### config.mk
export PLATFORM = sky130hd
export DESIGN_NAME = mult_serial_seq_flat
export DESIGN_NICKNAME = d
export VERILOG_FILES = /design/src/rtl/mult_serial_seq_if.sv /design/src/rtl/mult_serial_seq.sv /design/src/flat_wrapper.sv
export SDC_FILE = /design/constraint.sdc
export NUM_CORES = 1
export LEC_CHECK = 0
export ABC_AREA = 1
export CAP_MARGIN = 10
export CORE_UTILIZATION = 30
export DETAILED_ROUTE_END_ITERATION = 8
export DONT_BUFFER_PORTS = 1
export GPL_TIMING_DRIVEN = 0
export HOLD_SLACK_MARGIN = 0.05
export PLACE_DENSITY = 0.46
export SYNTH_ARGS = -nofsm -noshare
export SYNTH_HDL_FRONTEND = slang
export SYNTH_SLANG_ARGS = --single-unit
### constraint.sdc
create_clock -name clock -period 1.8 [get_ports clock]
set_input_delay 0.54 -clock clock [delete_from_list [all_inputs] [get_ports clock]]
set_output_delay 0.54 -clock clock [all_outputs]
set_load 0.01 [all_outputs]
### src/rtl/mult_serial_seq_if.sv
// Operand/product handshake plus the serial link to a bit-serial shift-add multiplier core.
// The slave modport is the sequencer's view; the master modport is the environment's view.
interface mult_serial_seq_if #(
  parameter int WIDTH = 16
);
  logic                 in_valid;
  logic                 in_ready;
  logic [WIDTH-1:0]     in_a;
  logic [WIDTH-1:0]     in_b;
  logic                 out_valid;
  logic                 out_ready;
  logic [2*WIDTH-1:0]   out_prod;
  logic [WIDTH-1:0]     ser_mcand;
  logic                 ser_bit;
  logic                 ser_en;
  logic                 ser_clr;
  logic                 prod_bit;
  logic                 busy;

  modport slave (
    input  in_valid, in_a, in_b, out_ready, prod_bit,
    output in_ready, out_valid, out_prod, ser_mcand, ser_bit, ser_en, ser_clr, busy
  );

  modport master (
    output in_valid, in_a, in_b, out_ready, prod_bit,
    input  in_ready, out_valid, out_prod, ser_mcand, ser_bit, ser_en, ser_clr, busy
  );
endinterface

### src/rtl/mult_serial_seq.sv
// Sequencer/collector for a bit-serial multiplier core: clear, stream b LSB-first, flush with
// zeros, and assemble the 2*WIDTH-bit product from the core's serial output.
module mult_serial_seq #(
  parameter int WIDTH = 16
) (
  input  logic               clock,
  input  logic               reset_n,
  mult_serial_seq_if.slave   bus
);

  localparam int CNT_W = $clog2(WIDTH) + 1;
  localparam int PW    = 2 * WIDTH;

  typedef enum logic [2:0] {
    IDLE,
    CLEAR,
    SHIFT,
    FLUSH,
    DONE
  } state_e;

  state_e           state_q;
  logic [CNT_W-1:0] count_q;
  logic [WIDTH-1:0] a_q;
  logic [WIDTH-1:0] b_q;
  logic [PW-1:0]    prod_q;
  logic             in_ready_q;
  logic             out_valid_q;
  logic             ser_en_q;
  logic             ser_clr_q;
  logic             busy_q;

  logic             last_count;
  assign last_count = (count_q == CNT_W'(WIDTH - 1));

  // b_q shifts right once per SHIFT cycle, so its LSB is the current multiplier bit and it
  // drains to zero before FLUSH; a_q doubles as the multiplicand bus and is zeroed outside use.
  // NOTE: state is updated with non-blocking assignments so every register samples pre-edge values.
  always_ff @(posedge clock or negedge reset_n) begin
    if (!reset_n) begin
      // NOTE: the data registers are reset too, so nothing stale ever reaches the core or consumer.
      state_q     <= IDLE;
      count_q     <= '0;
      a_q         <= '0;
      b_q         <= '0;
      prod_q      <= '0;
      in_ready_q  <= 1'b1;
      out_valid_q <= 1'b0;
      ser_en_q    <= 1'b0;
      ser_clr_q   <= 1'b0;
      busy_q      <= 1'b0;
    end else begin
      case (state_q)
        IDLE: begin
          if (bus.in_valid) begin
            a_q        <= bus.in_a;
            b_q        <= bus.in_b;
            ser_clr_q  <= 1'b1;
            in_ready_q <= 1'b0;
            busy_q     <= 1'b1;
            state_q    <= CLEAR;
          end
        end
        CLEAR: begin
          ser_clr_q <= 1'b0;
          ser_en_q  <= 1'b1;
          count_q   <= '0;
          state_q   <= SHIFT;
        end
        SHIFT: begin
          prod_q <= {bus.prod_bit, prod_q[PW-1:1]};
          b_q    <= b_q >> 1;
          if (last_count) begin
            count_q <= '0;
            state_q <= FLUSH;
          end else begin
            count_q <= count_q + CNT_W'(1);
          end
        end
        FLUSH: begin
          prod_q <= {bus.prod_bit, prod_q[PW-1:1]};
          if (last_count) begin
            count_q     <= '0;
            a_q         <= '0;
            ser_en_q    <= 1'b0;
            out_valid_q <= 1'b1;
            state_q     <= DONE;
          end else begin
            count_q <= count_q + CNT_W'(1);
          end
        end
        DONE: begin
          if (bus.out_ready) begin
            out_valid_q <= 1'b0;
            in_ready_q  <= 1'b1;
            busy_q      <= 1'b0;
            state_q     <= IDLE;
          end
        end
        default: begin
          state_q <= IDLE;
        end
      endcase
    end
  end

  assign bus.in_ready  = in_ready_q;
  assign bus.out_valid = out_valid_q;
  assign bus.out_prod  = prod_q;
  assign bus.ser_mcand = a_q;
  assign bus.ser_bit   = b_q[0];
  assign bus.ser_en    = ser_en_q;
  assign bus.ser_clr   = ser_clr_q;
  assign bus.busy      = busy_q;

endmodule

### src/flat_wrapper.sv
// flat-port wrapper written by rule: the top's interface ports become plain ports
module mult_serial_seq_flat 
#(
  parameter int WIDTH = 16
)
  (clock, reset_n, bus_in_valid, bus_in_a, bus_in_b, bus_out_ready, bus_prod_bit, bus_in_ready, bus_out_valid, bus_out_prod, bus_ser_mcand, bus_ser_bit, bus_ser_en, bus_ser_clr, bus_busy);
  mult_serial_seq_if #(.WIDTH(WIDTH)) bus_i ();
  input  logic clock;
  input  logic reset_n;
  input wire logic [$bits(bus_i.in_valid)-1:0] bus_in_valid;
  input wire logic [$bits(bus_i.in_a)-1:0] bus_in_a;
  input wire logic [$bits(bus_i.in_b)-1:0] bus_in_b;
  input wire logic [$bits(bus_i.out_ready)-1:0] bus_out_ready;
  input wire logic [$bits(bus_i.prod_bit)-1:0] bus_prod_bit;
  output wire logic [$bits(bus_i.in_ready)-1:0] bus_in_ready;
  output wire logic [$bits(bus_i.out_valid)-1:0] bus_out_valid;
  output wire logic [$bits(bus_i.out_prod)-1:0] bus_out_prod;
  output wire logic [$bits(bus_i.ser_mcand)-1:0] bus_ser_mcand;
  output wire logic [$bits(bus_i.ser_bit)-1:0] bus_ser_bit;
  output wire logic [$bits(bus_i.ser_en)-1:0] bus_ser_en;
  output wire logic [$bits(bus_i.ser_clr)-1:0] bus_ser_clr;
  output wire logic [$bits(bus_i.busy)-1:0] bus_busy;
  assign bus_i.in_valid = bus_in_valid;
  assign bus_i.in_a = bus_in_a;
  assign bus_i.in_b = bus_in_b;
  assign bus_i.out_ready = bus_out_ready;
  assign bus_i.prod_bit = bus_prod_bit;
  assign bus_in_ready = bus_i.in_ready;
  assign bus_out_valid = bus_i.out_valid;
  assign bus_out_prod = bus_i.out_prod;
  assign bus_ser_mcand = bus_i.ser_mcand;
  assign bus_ser_bit = bus_i.ser_bit;
  assign bus_ser_en = bus_i.ser_en;
  assign bus_ser_clr = bus_i.ser_clr;
  assign bus_busy = bus_i.busy;
  mult_serial_seq #(.WIDTH(WIDTH)) u_core (.clock(clock), .reset_n(reset_n), .bus(bus_i));
endmodule
==> impl_summary.log, run 1 <==
[metrics] transition at the pin with the smallest max-transition slack: 0.465 ns
[metrics] latest clock arrival within the worst-skew pair: 0.34 ns
[metrics] total number of nets in the final design: 402
[metrics] net switching power figure: 3010 uW
[metrics] routed via count divided by cell count: 4.59
[metrics] clock input transition at the sequential cells of the worst setup and hold paths: 0.08 ns
[metrics] class of the tightest hold or removal check: input pin to async pin
[metrics] max-cap violations: 0
[metrics] worst hold slack: -0.121 ns
[metrics] area growth from synthesis to final layout: 11.8%
[metrics] Total Wirelength: 7410 um
[metrics] wire length per cell: 14.7 um
[metrics] Yosys reg bits: 77
[metrics] Placement Cell Area: 3450 um2
[metrics] global-route wire length before repair: 12,300 um
[metrics] total area of multi-input combinational cells: 1080 um2
[metrics] half-perimeter wire length after detailed placement: 5060 um
[metrics] fin area: 3660 um2
[metrics] final standard cell utilization of the core: 35.0%
[metrics] number of levels in the clock H-tree: 3
[metrics] Sequential cell area: 1930 um2
[metrics] number of antenna violations at the first check in global routing: 0
[metrics] share of final-layout standard cells stronger than drive strength 1: 13.8%
[metrics] Final Instance Count excl. Fillers: 505
[metrics] TritonCTS clock tree: built
[metrics] setup repair after global routing missed its margin: false
[metrics] DRC violation count after routing: 0
[metrics] final worst path period need: 1.47 ns
[metrics] I/O pin count: 91
[metrics] crit-path cells: nor2_8, nand3_4, inv_4, nor2_8, buf_12, nand2_1, o21ai_0
[metrics] sequential share of the synthesized area: 58.8%
[metrics] placed insts: 489
[metrics] pin count of the biggest net entering global routing: 78
[metrics] floorplan die height: 107 um
[metrics] mean post-synth cell area: 9.29 um2
[metrics] remaining number of nets flagged by the antenna check after routing: 0
[metrics] Clock Sink Count: 77
[metrics] classification of the worst setup path: register to register
[metrics] via count of the first global-routing pass: 2,347
[metrics] top library cells by usage in the layout, fill and taps aside: sky130_fd_sc_hd__nand2_1, sky130_fd_sc_hd__dfrtp_1, sky130_fd_sc_hd__o21ai_0, sky130_fd_sc_hd__inv_1, sky130_fd_sc_hd__nand3_1
[metrics] critical-path maximum fanout: 10
[metrics] standard-cell rows: 37
[metrics] endpoints failing setup: 0
[metrics] 1st-iter DRT viols: 157
[metrics] Root Buffer: sky130_fd_sc_hd__clkbuf_8
[metrics] number of fill cells: 1,116
[metrics] violations in the final reports: hold timing
[metrics] Clock Skew: 0.00539 ns
[metrics] total track usage: 14.1%
[metrics] status: finished, violations left
[metrics] static power due to leakage: 0.00179 uW
[metrics] syn nets: 391
[metrics] net switching share of the total power: 41.6%
[metrics] total count of hold-check failures in the final report: 76
[metrics] Die X: 107 um
[metrics] placer's final routability congestion estimate: 0.727
[metrics] peak clock frequency supported by timing: 683 MHz
[metrics] count of buffers inserted at the top-level ports: 0
[metrics] length of the first detailed-routing pass in iterations: 4
[metrics] library cells used by synthesis: 27
[metrics] relative contribution of combinational cells to total power: 33.4%
[metrics] most repeated library cell on the critical path: sky130_fd_sc_hd__nor2_8
[metrics] worst supply voltage drop on vdd: 500 uV
[metrics] routed vias: 2,319
[metrics] Internal Power: 4230 uW
[metrics] Setup TNS Final: 0 ns
[metrics] starting density of the core: 31.3%
[metrics] number of warnings printed during yosys synthesis: 0
[metrics] number of buffers inserted during clock tree synthesis: 9
[metrics] die area: 11,300 um2
[metrics] antenna cells: 0
[metrics] Worst Setup End Kind: register
[metrics] Remaining Overflow, GRT: 0
[metrics] Final Cycle Share: 81.4%
[metrics] delay of the slowest cell on the worst path: 0.46 ns
[metrics] share of total power in sequential cells: 46.7%
[metrics] data arrival time of the critical path: 1.70 ns
[metrics] power density over cell area: 1980 nW/um2
[metrics] kind of start point of the critical path: register
[metrics] Syn Std Cell Area: 3280 um2
[metrics] most frequent standard cell in the layout excluding fill and tap cells: sky130_fd_sc_hd__nand2_1
[metrics] clock group share of total power: 19.9%
[metrics] Max Transition Viols Final: 0
[metrics] post-CTS setup buffer count: 0
[metrics] required time of the critical path: 2.03 ns
[metrics] clock tree buffer depth: 2
[metrics] cell type of the slowest stage on the worst timing path: sky130_fd_sc_hd__dfrtp_1
[metrics] gate count after technology mapping: 353
[metrics] Slew HR: 69.0%
[metrics] core region area: 10,500 um2
[metrics] CTS resizes: 0
==> power groups by stage <==
stage / Combinational (uW) / Sequential [uW] / Clock (uW)
final: 2420 / 3380 / 1440
after global routing: 2830 / 3480 / 1560
after CTS: 2480 / 3400 / 1490
after detailed placement: 2470 / 3430 / 0
after global placement: 2430 / 3420 / 0
after floorplan: 1970 / 3230 / 0
==> worst max-delay path, delay by kind of cell, from the launching register on <==
kind	cells	cell delay (ns)
AO/OA/AOI/OAI	1	0.07
AND/OR/NAND/NOR	4	0.48
buffers and inverters	2	0.34
flip-flops	1	0.46
==> synthesized netlist by cell type, drive strengths merged <==
library cell,n,area [um2]
o22ai,5,31.3
o21ai,59,310
ha,1,12.5
nand3,21,118
dfstp,1,26.3
a21oi,8,58.8
nand2,117,452
clkbuf,2,7.51
nor2,9,81.3
dfrtp,76,1900
buf,14,116
xor2,1,8.76
inv,38,148
nand4,1,6.26
==> through the flow <==
| stage | total power [uW] | setup WS [ns] |
|---|---|---|
| after floorplan | 5200 | 0.530 |
| after global placement | 5850 | 0.336 |
| after detailed placement | 5900 | 0.334 |
| after CTS | 7370 | 0.319 |
| after global routing | 7880 | 0.175 |
| final | 7250 | 0.335 |
==> sequential cells by signal (all words and copies together) (netlist names) <==
register / count
u_core.bus.in_ready: 1
u_core.bus.out_prod: 32
u_core.bus.busy: 1
u_core.b_q: 16
u_core.count_q: 5
u_core.bus.ser_mcand: 16
u_core.bus.ser_clr: 1
u_core.bus.ser_en: 1
u_core.state_q: 3
u_core.bus.out_valid: 1
==> layout make-up <==
class / instances / area share [%]
Buffer: 16 / 3.38
Clock buffer: 10 / 3.48
Clock inverter: 6 / 2.39
Inverter: 38 / 4.03
Multi-Input combinational cell: 222 / 29.4
Sequential cell: 77 / 52.6
Tap cell: 136 / 4.64
==> per-layer routing <==
| metal | GRT usage (%) | vias to the layer above | wire length [um] |
|---|---|---|---|
| met1 | 19.4 | 1107 | 3360 |
| met2 | 21.2 | 59 | 3570 |
| li1 | - | 1144 | - |
| met3 | 2.82 | 9 | 333 |
| met4 | 7.05 | 0 | 146 |
| met5 | 0 | - | 0 |
==> final timing paths <==
check | start | to | slack (ns) | depth (start not counted)
worst min register to register | u_core.b_q[12]$_DFFE_PN0P_ | u_core.b_q[12]$_DFFE_PN0P_ | 0.48 | 2
min in group clock | bus_prod_bit | u_core.bus.out_prod[31]$_DFFE_PN0P_ | 0.30 | 2
max in group asynchronous | reset_n | u_core.bus.in_ready$_DFFE_PN1P_ | 1.70 | 0
worst max-delay path | u_core.state_q[0]$_DFFE_PN0P_ | u_core.b_q[1]$_DFFE_PN0P_ | 0.33 | 7
worst min-delay path | reset_n | u_core.bus.out_prod[19]$_DFFE_PN0P_ | -0.12 | 0
worst max register to register | u_core.state_q[0]$_DFFE_PN0P_ | u_core.b_q[1]$_DFFE_PN0P_ | 0.33 | 7
==> kinds of logic after synthesis <==
| family | after synthesis | share of synthesized area (%) |
|---|---|---|
| simple gates | 148 | 20.0 |
| flops | 77 | 58.8 |
| compound gates | 72 | 12.2 |
| buf+inv | 54 | 8.28 |
| xor+xnor | 1 | 0.267 |
| fa+ha+maj | 1 | 0.382 |
No activity file was read; power rests on OpenSTA's default activity.
==> inputs of run 2 (changes only) <==
==> constraint.sdc (replaced) <==
create_clock -name clock -period 1.42 [get_ports clock]
set_input_delay 0.426 -clock clock [delete_from_list [all_inputs] [get_ports clock]]
set_output_delay 0.426 -clock clock [all_outputs]
set_load 0.01 [all_outputs]
==> run 2 against run 1 <==
Against the previous run: the run still ends with hold timing left; combinational power rose by 38%; design area rose by 3.9%; core utilization rose by 1.4 points; largest power group unchanged.
==> impl_summary.log, run 2 (synthesis results as in run 1) <==
[metrics] Final Instance Count excl. Fillers: 518
[metrics] worst supply voltage drop on vdd: 633 uV
[metrics] Slew HR: 84.8%
[metrics] placer's final routability congestion estimate: 0.727
[metrics] max-cap violations: 0
[metrics] 1st-iter DRT viols: 187
[metrics] worst hold slack: -0.235 ns
[metrics] kind of start point of the critical path: register
[metrics] final worst path period need: 1.34 ns
[metrics] I/O pin count: 91
[metrics] pin count of the biggest net entering global routing: 78
[metrics] via count of the first global-routing pass: 2,366
[metrics] most frequent standard cell in the layout excluding fill and tap cells: sky130_fd_sc_hd__nand2_1
[metrics] Clock Sink Count: 77
[metrics] placed insts: 489
[metrics] Setup TNS Final: 0 ns
[metrics] area growth from synthesis to final layout: 16.1%
[metrics] Root Buffer: sky130_fd_sc_hd__clkbuf_8
[metrics] remaining number of nets flagged by the antenna check after routing: 0
[metrics] crit-path cells: buf_6, nor2_8, nand3_4, inv_8, nor2_8, buf_12, nand2_1, o21ai_0
[metrics] DRC violation count after routing: 0
[metrics] Die X: 107 um
[metrics] total number of nets in the final design: 415
[metrics] critical-path maximum fanout: 10
[metrics] share of final-layout standard cells stronger than drive strength 1: 18.3%
[metrics] peak clock frequency supported by timing: 746 MHz
[metrics] core region area: 10,500 um2
[metrics] Final Cycle Share: 94.3%
[metrics] wire length per cell: 14.6 um
[metrics] count of buffers inserted at the top-level ports: 0
[metrics] clock tree buffer depth: 2
[metrics] Power, Total: 9480 uW
[metrics] class of the tightest hold or removal check: input pin to async pin
[metrics] classification of the worst setup path: register to register
[metrics] latest clock arrival within the worst-skew pair: 0.35 ns
[metrics] TritonCTS clock tree: built
[metrics] Remaining Overflow, GRT: 0
[metrics] antenna cells: 0
[metrics] number of levels in the clock H-tree: 3
[metrics] starting density of the core: 31.3%
[metrics] length of the first detailed-routing pass in iterations: 4
[metrics] standard-cell rows: 37
[metrics] cell type of the slowest stage on the worst timing path: sky130_fd_sc_hd__dfrtp_1
[metrics] flip-flop count of the largest register, all copies and words added: 32
[metrics] violations in the final reports: hold timing
[metrics] top library cells by usage in the layout, fill and taps aside: sky130_fd_sc_hd__nand2_1, sky130_fd_sc_hd__dfrtp_1, sky130_fd_sc_hd__o21ai_0, sky130_fd_sc_hd__inv_1, sky130_fd_sc_hd__nand3_1
[metrics] number of fill cells: 1,110
[metrics] static power due to leakage: 0.00186 uW
[metrics] total track usage: 14.2%
[metrics] clock input transition at the sequential cells of the worst setup and hold paths: 0.08 ns
[metrics] endpoints failing setup: 0
[metrics] routed via count divided by cell count: 4.59
[metrics] routed vias: 2,380
[metrics] most repeated library cell on the critical path: sky130_fd_sc_hd__nor2_8
[metrics] status: finished, violations left
[metrics] power density over cell area: 2490 nW/um2
[metrics] final standard cell utilization of the core: 36.4%
[metrics] global-route wire length before repair: 12,400 um
[metrics] required time of the critical path: 1.65 ns
[metrics] total count of hold-check failures in the final report: 77
[metrics] transition at the pin with the smallest max-transition slack: 0.226 ns
[metrics] number of antenna violations at the first check in global routing: 0
[metrics] Clock Skew: 0.00672 ns
[metrics] floorplan die height: 107 um
[metrics] fin area: 3810 um2
[metrics] data arrival time of the critical path: 1.57 ns
[metrics] Total Wirelength: 7550 um
[metrics] die area: 11,300 um2
[metrics] Worst Setup End Kind: register
[metrics] Max Transition Viols Final: 0
[metrics] half-perimeter wire length after detailed placement: 5060 um
[metrics] number of buffers inserted during clock tree synthesis: 9
[metrics] Placement Cell Area: 3450 um2
[metrics] delay of the slowest cell on the worst path: 0.38 ns
-- run 2: changes by cell type in the layout (fill, tap and decap cells not counted), moves of 2 or more --
cell,previous run,this run
sky130_fd_sc_hd__buf_4,1,14
sky130_fd_sc_hd__clkbuf_1,3,1
sky130_fd_sc_hd__clkbuf_2,0,2
sky130_fd_sc_hd__nor2_1,5,3
sky130_fd_sc_hd__nor2_2,0,2
sky130_fd_sc_hd__o21ai_0,55,52
sky130_fd_sc_hd__o21ai_1,0,3
-- run 2: critical path: cells and delay by family (launching register included) --
family | cells | cell delay [ns]
buffers and inverters | 3 | 0.41
DFF | 1 | 0.38
AOI/OAI and AO/OA | 1 | 0.07
and+or+nand+nor | 4 | 0.36
-- run 2: timing repair --
item / 4_1_cts / 5_1_grt
setup endpoints to repair: 23 / 61
gates resized for setup: 3 / 15
cloned: 0 / 0
pin swaps: 2 / 6
setup buffers: 3 / 10
endpoints found under the hold margin: 77 / 77
-- run 2: layout make-up --
class / count / area [um2] / area share [%]
clock buffers: 10 / 128 / 3.35
clock inverters: 6 / 87.6 / 2.30
multi-input cells: 222 / 1110 / 29.2
repair buffers: 13 / 97.6 / 2.56
flip-flops and latches: 77 / 1930 / 50.7
inverters: 38 / 158 / 4.14
well taps: 136 / 170 / 4.47
plain buffers: 16 / 126 / 3.32
-- run 2: metal layers --
layer	up-vias	GRT usage, %	wire length (um)
met3	9	2.82	279
met2	44	21.5	3640
met5	-	0	0
li1	1172	-	-
met1	1155	19.4	3480
met4	0	7.05	145
-- run 2: final timing paths --
path | from | end | slack [ns] | cells past startpoint
min | reset_n | u_core.bus.out_prod[19]$_DFFE_PN0P_ | -0.23 | 0
max in group asynchronous | reset_n | u_core.bus.in_ready$_DFFE_PN1P_ | 1.43 | 0
min reg2reg | u_core.b_q[13]$_DFFE_PN0P_ | u_core.b_q[13]$_DFFE_PN0P_ | 0.48 | 2
max reg2reg | u_core.state_q[1]$_DFFE_PN0P_ | u_core.b_q[9]$_DFFE_PN0P_ | 0.08 | 8
max | u_core.state_q[1]$_DFFE_PN0P_ | u_core.b_q[9]$_DFFE_PN0P_ | 0.08 | 8
min in group clock | bus_prod_bit | u_core.bus.out_prod[31]$_DFFE_PN0P_ | 0.19 | 2
-- run 2: power breakdown --
group,switching [uW],internal (uW),leakage [uW]
Sequential,1100,3210,0.000958
Clock,827,987,0.0000985
Combinational,1980,1370,0.000808
-- run 2: through the flow --
stage          setup slack, ns  hold WS [ns]
4_1_cts                0.00250        -0.258
5_1_grt               -0.00255        -0.266
6_report                0.0804        -0.235
3_3_place_gp           -0.0444         0.132
3_5_place_dp           -0.0459         0.132
2_1_floorplan            0.150         0.130
